File: src/rtl/cmd_phy.sv
// cmd_phy: SD CMD-line PHY; frames and serializes a command with CRC7, then
// optionally deserializes and checks the card's 48-bit response.
module cmd_phy #(
  parameter int TIMEOUT_CYCLES = 64,
  parameter int CNT_WIDTH      = 8
) (
  input  logic        iClock_SD,
  input  logic        iReset,
  input  logic        iLoad_send,
  input  logic [5:0]  iCmd_index,
  input  logic [31:0] iCmd_argument,
  input  logic        iResponse_expected,
  input  logic        iCrc_check_enable,
  input  logic        iTimeout_enable,
  input  logic        iSerial_from_card,
  output logic        oSerial_to_card,
  output logic        oCmd_out_enable,
  output logic        oBusy,
  output logic        oDone,
  output logic [47:0] oResponse,
  output logic        oTimeout_error,
  output logic        oCrc_error,
  output logic        oFrame_error
);
  localparam logic [2:0] S_IDLE = 3'd0;
  localparam logic [2:0] S_SEND = 3'd1;
  localparam logic [2:0] S_WAIT = 3'd2;
  localparam logic [2:0] S_RECV = 3'd3;
  localparam logic [2:0] S_DONE = 3'd4;
  logic [2:0]           state_q, state_d;
  logic [CNT_WIDTH-1:0] cnt_q, cnt_d;
  logic [46:0]          tx_q, tx_d, rx_q, rx_d;
  logic [47:0]          resp_q, resp_d, rx_full;
  logic                 out_q, out_d, en_q, en_d;
  logic                 resp_exp_q, resp_exp_d, crc_en_q, crc_en_d, tmo_en_q, tmo_en_d;
  logic                 tmo_err_q, tmo_err_d, crc_err_q, crc_err_d, frame_err_q, frame_err_d;
  logic [39:0]          tx_head;
  logic [6:0]           tx_crc;
  function automatic logic [6:0] crc7(input logic [39:0] d);
    logic [6:0] c;
    logic       fb;
    c = '0;
    for (int i = 39; i >= 0; i--) begin
      fb = d[i] ^ c[6];
      c  = {c[5:0], 1'b0} ^ {3'b000, fb, 2'b00, fb};
    end
    return c;
  endfunction
  assign tx_head = {2'b01, iCmd_index, iCmd_argument};
  assign tx_crc  = crc7(tx_head);
  // rx_q already holds the start bit and everything received so far
  assign rx_full = {rx_q, iSerial_from_card};
  always_comb begin
    state_d     = state_q;
    cnt_d       = cnt_q;
    tx_d        = tx_q;
    rx_d        = rx_q;
    resp_d      = resp_q;
    out_d       = out_q;
    en_d        = en_q;
    resp_exp_d  = resp_exp_q;
    crc_en_d    = crc_en_q;
    tmo_en_d    = tmo_en_q;
    tmo_err_d   = tmo_err_q;
    crc_err_d   = crc_err_q;
    frame_err_d = frame_err_q;
    case (state_q)
      S_IDLE: if (iLoad_send) begin
        state_d     = S_SEND;
        out_d       = tx_head[39];
        en_d        = 1'b1;
        tx_d        = {tx_head[38:0], tx_crc, 1'b1};
        cnt_d       = CNT_WIDTH'(47);
        resp_exp_d  = iResponse_expected;
        crc_en_d    = iCrc_check_enable;
        tmo_en_d    = iTimeout_enable;
        tmo_err_d   = 1'b0;
        crc_err_d   = 1'b0;
        frame_err_d = 1'b0;
      end
      S_SEND: if (cnt_q == '0) begin
        out_d   = 1'b1;
        en_d    = 1'b0;
        cnt_d   = '0;
        state_d = resp_exp_q ? S_WAIT : S_DONE;
      end else begin
        out_d = tx_q[46];
        tx_d  = {tx_q[45:0], 1'b1};
        cnt_d = cnt_q - CNT_WIDTH'(1);
      end
      S_WAIT: if (!iSerial_from_card) begin
        state_d = S_RECV;
        rx_d    = '0;
        cnt_d   = CNT_WIDTH'(46);
      end else if (tmo_en_q && cnt_q == CNT_WIDTH'(TIMEOUT_CYCLES - 1)) begin
        tmo_err_d = 1'b1;
        state_d   = S_DONE;
      end else begin
        cnt_d = cnt_q + CNT_WIDTH'(1);
      end
      S_RECV: begin
        rx_d  = rx_full[46:0];
        cnt_d = cnt_q - CNT_WIDTH'(1);
        if (cnt_q == '0) begin
          resp_d      = rx_full;
          frame_err_d = rx_full[46] | ~rx_full[0];
          crc_err_d   = crc_en_q & (crc7(rx_full[47:8]) != rx_full[7:1]);
          state_d     = S_DONE;
        end
      end
      default: state_d = S_IDLE;
    endcase
  end
  always_ff @(posedge iClock_SD) begin
    if (iReset) begin
      state_q     <= S_IDLE;
      cnt_q       <= '0;
      tx_q        <= '0;
      rx_q        <= '0;
      resp_q      <= '0;
      out_q       <= 1'b1;
      en_q        <= 1'b0;
      resp_exp_q  <= 1'b0;
      crc_en_q    <= 1'b0;
      tmo_en_q    <= 1'b0;
      tmo_err_q   <= 1'b0;
      crc_err_q   <= 1'b0;
      frame_err_q <= 1'b0;
    end else begin
      state_q     <= state_d;
      cnt_q       <= cnt_d;
      tx_q        <= tx_d;
      rx_q        <= rx_d;
      resp_q      <= resp_d;
      out_q       <= out_d;
      en_q        <= en_d;
      resp_exp_q  <= resp_exp_d;
      crc_en_q    <= crc_en_d;
      tmo_en_q    <= tmo_en_d;
      tmo_err_q   <= tmo_err_d;
      crc_err_q   <= crc_err_d;
      frame_err_q <= frame_err_d;
    end
  end
  assign oSerial_to_card = out_q;
  assign oCmd_out_enable = en_q;
  assign oBusy           = state_q != S_IDLE;
  assign oDone           = state_q == S_DONE;
  assign oResponse       = resp_q;
  assign oTimeout_error  = tmo_err_q;
  assign oCrc_error      = crc_err_q;
  assign oFrame_error    = frame_err_q;
endmodule

File: config.mk
export PLATFORM = sky130hd
export DESIGN_NAME = cmd_phy
export DESIGN_NICKNAME = d
export VERILOG_FILES = /design/src/rtl/cmd_phy.sv
export SDC_FILE = /design/constraint.sdc
export NUM_CORES = 1
export LEC_CHECK = 0
export CORE_MARGIN = 2
export CORE_UTILIZATION = 45
export DETAILED_ROUTE_END_ITERATION = 10
export PLACE_DENSITY = 0.67
export SLEW_MARGIN = 0
export SYNTH_ARGS = -nofsm -noshare
export SYNTH_HDL_FRONTEND = slang
export SYNTH_SLANG_ARGS = --single-unit
File: constraint.sdc
create_clock -name iClock_SD -period 5.1 [get_ports iClock_SD]
set_input_delay 0.765 -clock iClock_SD [delete_from_list [all_inputs] [get_ports iClock_SD]]
set_output_delay 0.765 -clock iClock_SD [all_outputs]
set_load 0.02 [all_outputs]
==> summary.txt <==
CTS
  • Hold_buf cts: 0
  • Post-CTS sizing: 0
  • Clk slew on worst S/H paths: 0.06 ns
  • Clock Tree Buf Depth: 2
  • CTS Sinks: 161
  • CTS HTree Levels: 4
  • Clk_lat worst skew: 0.43 ns
  • Num CTS Buffers: 17
  • Root Buffer: clkbuf_16
  • Post-CTS Setup Inserts: 0
  • CTS tree: built

Critical path
  • CP arrival: 3.54 ns
  • Crit-path most repeated cell: xnor3_2
  • Worst Path Buf+Inv: 1
  • CP required: 5.38 ns
  • Startpoint types: input pin
  • CP endpoint kind: flop
  • Worst path cell trace: clkdlybuf4s50_1, xnor3_2, xnor3_2, xnor3_2, xor3_2, xnor2_1, a21oi_1, a21oi_1, nor2_1
  • Critical Path Fanout Max: 3
  • Setup CP Type: input pin to flop
  • Crit-path slowest cell: clkdlybuf4s50_1
  • Slowest cell delay on critical path: 0.53 ns
  • Family with the most delay on the worst path: XOR/XNOR gates

Place
  • # port buffers: 99
  • GP Congestion: 0.834
  • Hpwl dp: 12400 microns

Synth
  • Synth Area in Simple Gates: 18.0%
  • Syn_area_per_cell: 8.64 sq um
  • Mapped Area: 7950 sq um
  • Combinational family with the most area after synthesis: XOR/XNOR gates
  • Ys flop type: dfxtp_1
  • Synth cell types: 49
  • Ys async rst share: 0%
  • Count of state elements after synthesis: 161
  • Cell count after synthesis: 920
  • Synth warnings: 0
  • Sequential share of the synthesized area: 40.5%
  • Number of synthesized flops with an enable pin: 0
  • Xor and xnor fraction of the mapped netlist area: 20.9%
  • Proportion of synthesized area in mux cells: 0.252%
  • Post-synthesis compound-gate area fraction: 16.6%
  • Synthesized-area fraction occupied by adder cells: 0.315%
  • Synthesized Nets: 967

GRT
  • Met3 usage in global routing: 3.52%
  • Gr usage total: 20.2%
  • GRT overflow: 0
  • M1 GR Usage: 29.4%
  • Met2 usage: 30.5%
  • Largest net degree at the start of global routing: 77
  • First-pass GRT wire length: 30400 microns
  • Initial antenna violation count: 0
  • GRT busiest layer: met2
  • Vias in the first global route: 6110

Timing
  • Crit share post-route: 64.0%
  • Final setup fails: 0
  • Worst-Margin Slew: 0.979 ns
  • Clk_skew: 0.0100 ns
  • TNS Setup: 0 ns
  • Post-route minimum period: 3.26 ns
  • Final hold slack: 0.451 ns
  • Highest clock rate: 306 MHz
  • Hold Vio Cnt, Final: 0
  • Slew margin rel.: 34.5%
  • RSZ-0062 raised after global routing: false
  • Final Max Slew Viols: 0

Route
  • Drt wl/cell: 14.8 microns
  • Pre-antenna DRT Iters: 5
  • Routed Antenna Nets: 0
  • DRC Markers: 0
  • Initial drt markers: 387
  • Drt via density: 5.34
  • Routed vias: 6495
  • Final wirelength: 18000 microns

Power and ir drop
  • Share of power burned in combinational logic: 26.0%
  • Clock Power Share: 35.1%
  • Power after layout: 3.67 mW
  • P_leak: 3.59 nW
  • Net Sw Frac: 29.1%
  • Switching pwr: 1.07 mW
  • Power Density: 380 nW/um^2
  • Internal: 2.60 mW
  • Seq pwr share: 38.8%
  • Peak supply drop: 0.000269 V

Die
  • Number of I/O pins: 100
  • Row count: 48
  • Die area: 18700 sq um
  • Die height: 137 microns
  • Initial Util: 46.0%
  • Die W: 137 microns
  • Total core area: 17300 sq um

Layout
  • Share of cells above drive strength 1: 6.15%
  • Antenna cell count: 0
  • Nets: 1026
  • Register area: 3220 sq um
  • Synth-to-Final Area Change: 21.4%
  • Fillers: 1611
  • Area of the multi-input gates: 4470 sq um

Job
  • Max-Cap Viols: 0

Outcome
  • Outcome: finished clean

Worst hold path
  • Hold crit path type: flop to flop
==> through the flow <==
step           instance area (sq um)  cells  setup slack [ns]  utilization, %
3_5_place_dp                    9050   1185              1.41            52.3
5_1_grt                         9650   1217              1.56            55.8
3_3_place_gp                    9050   1185              1.46            52.3
4_1_cts                         9650   1217              1.78            55.8
2_1_floorplan                   7950    920              2.15               -
6_report                        9650   1217              1.84            55.8
==> final timing paths <==
kind,cells past startpoint,startpoint,slack [ns],end
max,9,iCmd_index[5],1.84,tx_q[2]
min,2,oResponse[30],0.45,oResponse[30]
max reg2reg,8,state_q[1],1.85,oCrc_error
min reg2reg,2,oResponse[30],0.45,oResponse[30]
==> cell usage in the layout (no fill, tap or decap), drive strengths merged, types with 3 or more instances in the layout <==
cell           count
clkinvlp           3
o21ai             13
clkbuf            20
nand4              3
inv               11
nand2b             6
a22oi             47
nor4               3
xnor3             26
nand3              6
and3               3
buf               10
xnor2             78
nand2            197
a31oi              4
xor2              23
and2               6
a21oi             73
nor2             111
nor3              12
a311oi            44
xor3               5
dfxtp            161
clkdlybuf4s50     98
o211ai             3
==> routing by layer <==
metal	part of all wire (%)	wire length [microns]
met1	51	9230
met2	44	7900
met3	3.6	641
met4	1.3	240
met5	0	0
==> worst min-delay path: cells and delay by family, from the launching register on <==
family             cells  cell delay, ns
and+or+nand+nor        1            0.05
DFF                    1            0.31
AOI/OAI and AO/OA      1            0.05
==> cell families (layout without fill, tap and decap cells) <==
kind of cell	after synthesis	count (layout)
AOI/OAI and AO/OA	196	196
muxes	2	2
xor gates and xnor gates	132	132
DFF	161	161
buffers and inverters	73	145
and+or+nand+nor	354	354
adders and majority gates	2	2
==> final cells by class <==
class	count	share of cell area, %
inverters	5	0.194
clock buffers	20	4.73
repair buffers	108	10.9
multi-input cells	686	46.3
well taps	225	2.92
flip-flops and latches	161	33.4
clock inverters	12	1.49
==> power by group through the flow <==
stage | combinational, mW | sequential (mW) | clock, mW
2_1_floorplan | 0.781 | 1.43 | 0
6_report | 0.957 | 1.43 | 1.29
5_1_grt | 1.06 | 1.44 | 1.37
3_5_place_dp | 0.951 | 1.45 | 0
3_3_place_gp | 0.941 | 1.45 | 0
4_1_cts | 0.960 | 1.42 | 1.31
==> state kept, by name (all words and copies together), names as in the netlist <==
register / cells
rx_q: 47
oFrame_error: 1
oResponse: 48
oTimeout_error: 1
crc_en_q: 1
resp_exp_q: 1
oSerial_to_card: 1
oCrc_error: 1
tmo_en_q: 1
oCmd_out_enable: 1
state_q: 3
cnt_q: 8
tx_q: 47
==> cells in the mapped netlist (2+ instances only) <==
cell type    n  share of area (%)
buf_1        4               0.19
xor2_1      23                2.5
and3_1       3               0.24
o21ai_0     11               0.69
xnor2_2      8                1.6
o21ai_1      2               0.13
nor3b_1      2               0.19
ha_1         2               0.31
a22oi_1     47                4.4
a221oi_1     2               0.22
inv_1        5               0.24
a31oi_1      4               0.31
o22ai_1      2               0.16
clkbuf_1    62                2.9
nor2_1     111                5.2
a21oi_1     72                4.5
nand2_1    197                9.3
mux2i_1      2               0.25
xor3_1       3               0.90
and2_1       5               0.39
a311oi_1    44                4.8
xnor3_1     22                6.2
xnor2_1     70                7.7
nand2b_1     6               0.47
nor4_1       3               0.24
xnor3_2      4                1.2
nand4_1      3               0.24
nor3_1      12               0.76
nand3_1      6               0.38
buf_2        2               0.13
o211ai_1     3               0.28
dfxtp_1    161                 41
Power figures use the tool's default switching activity.
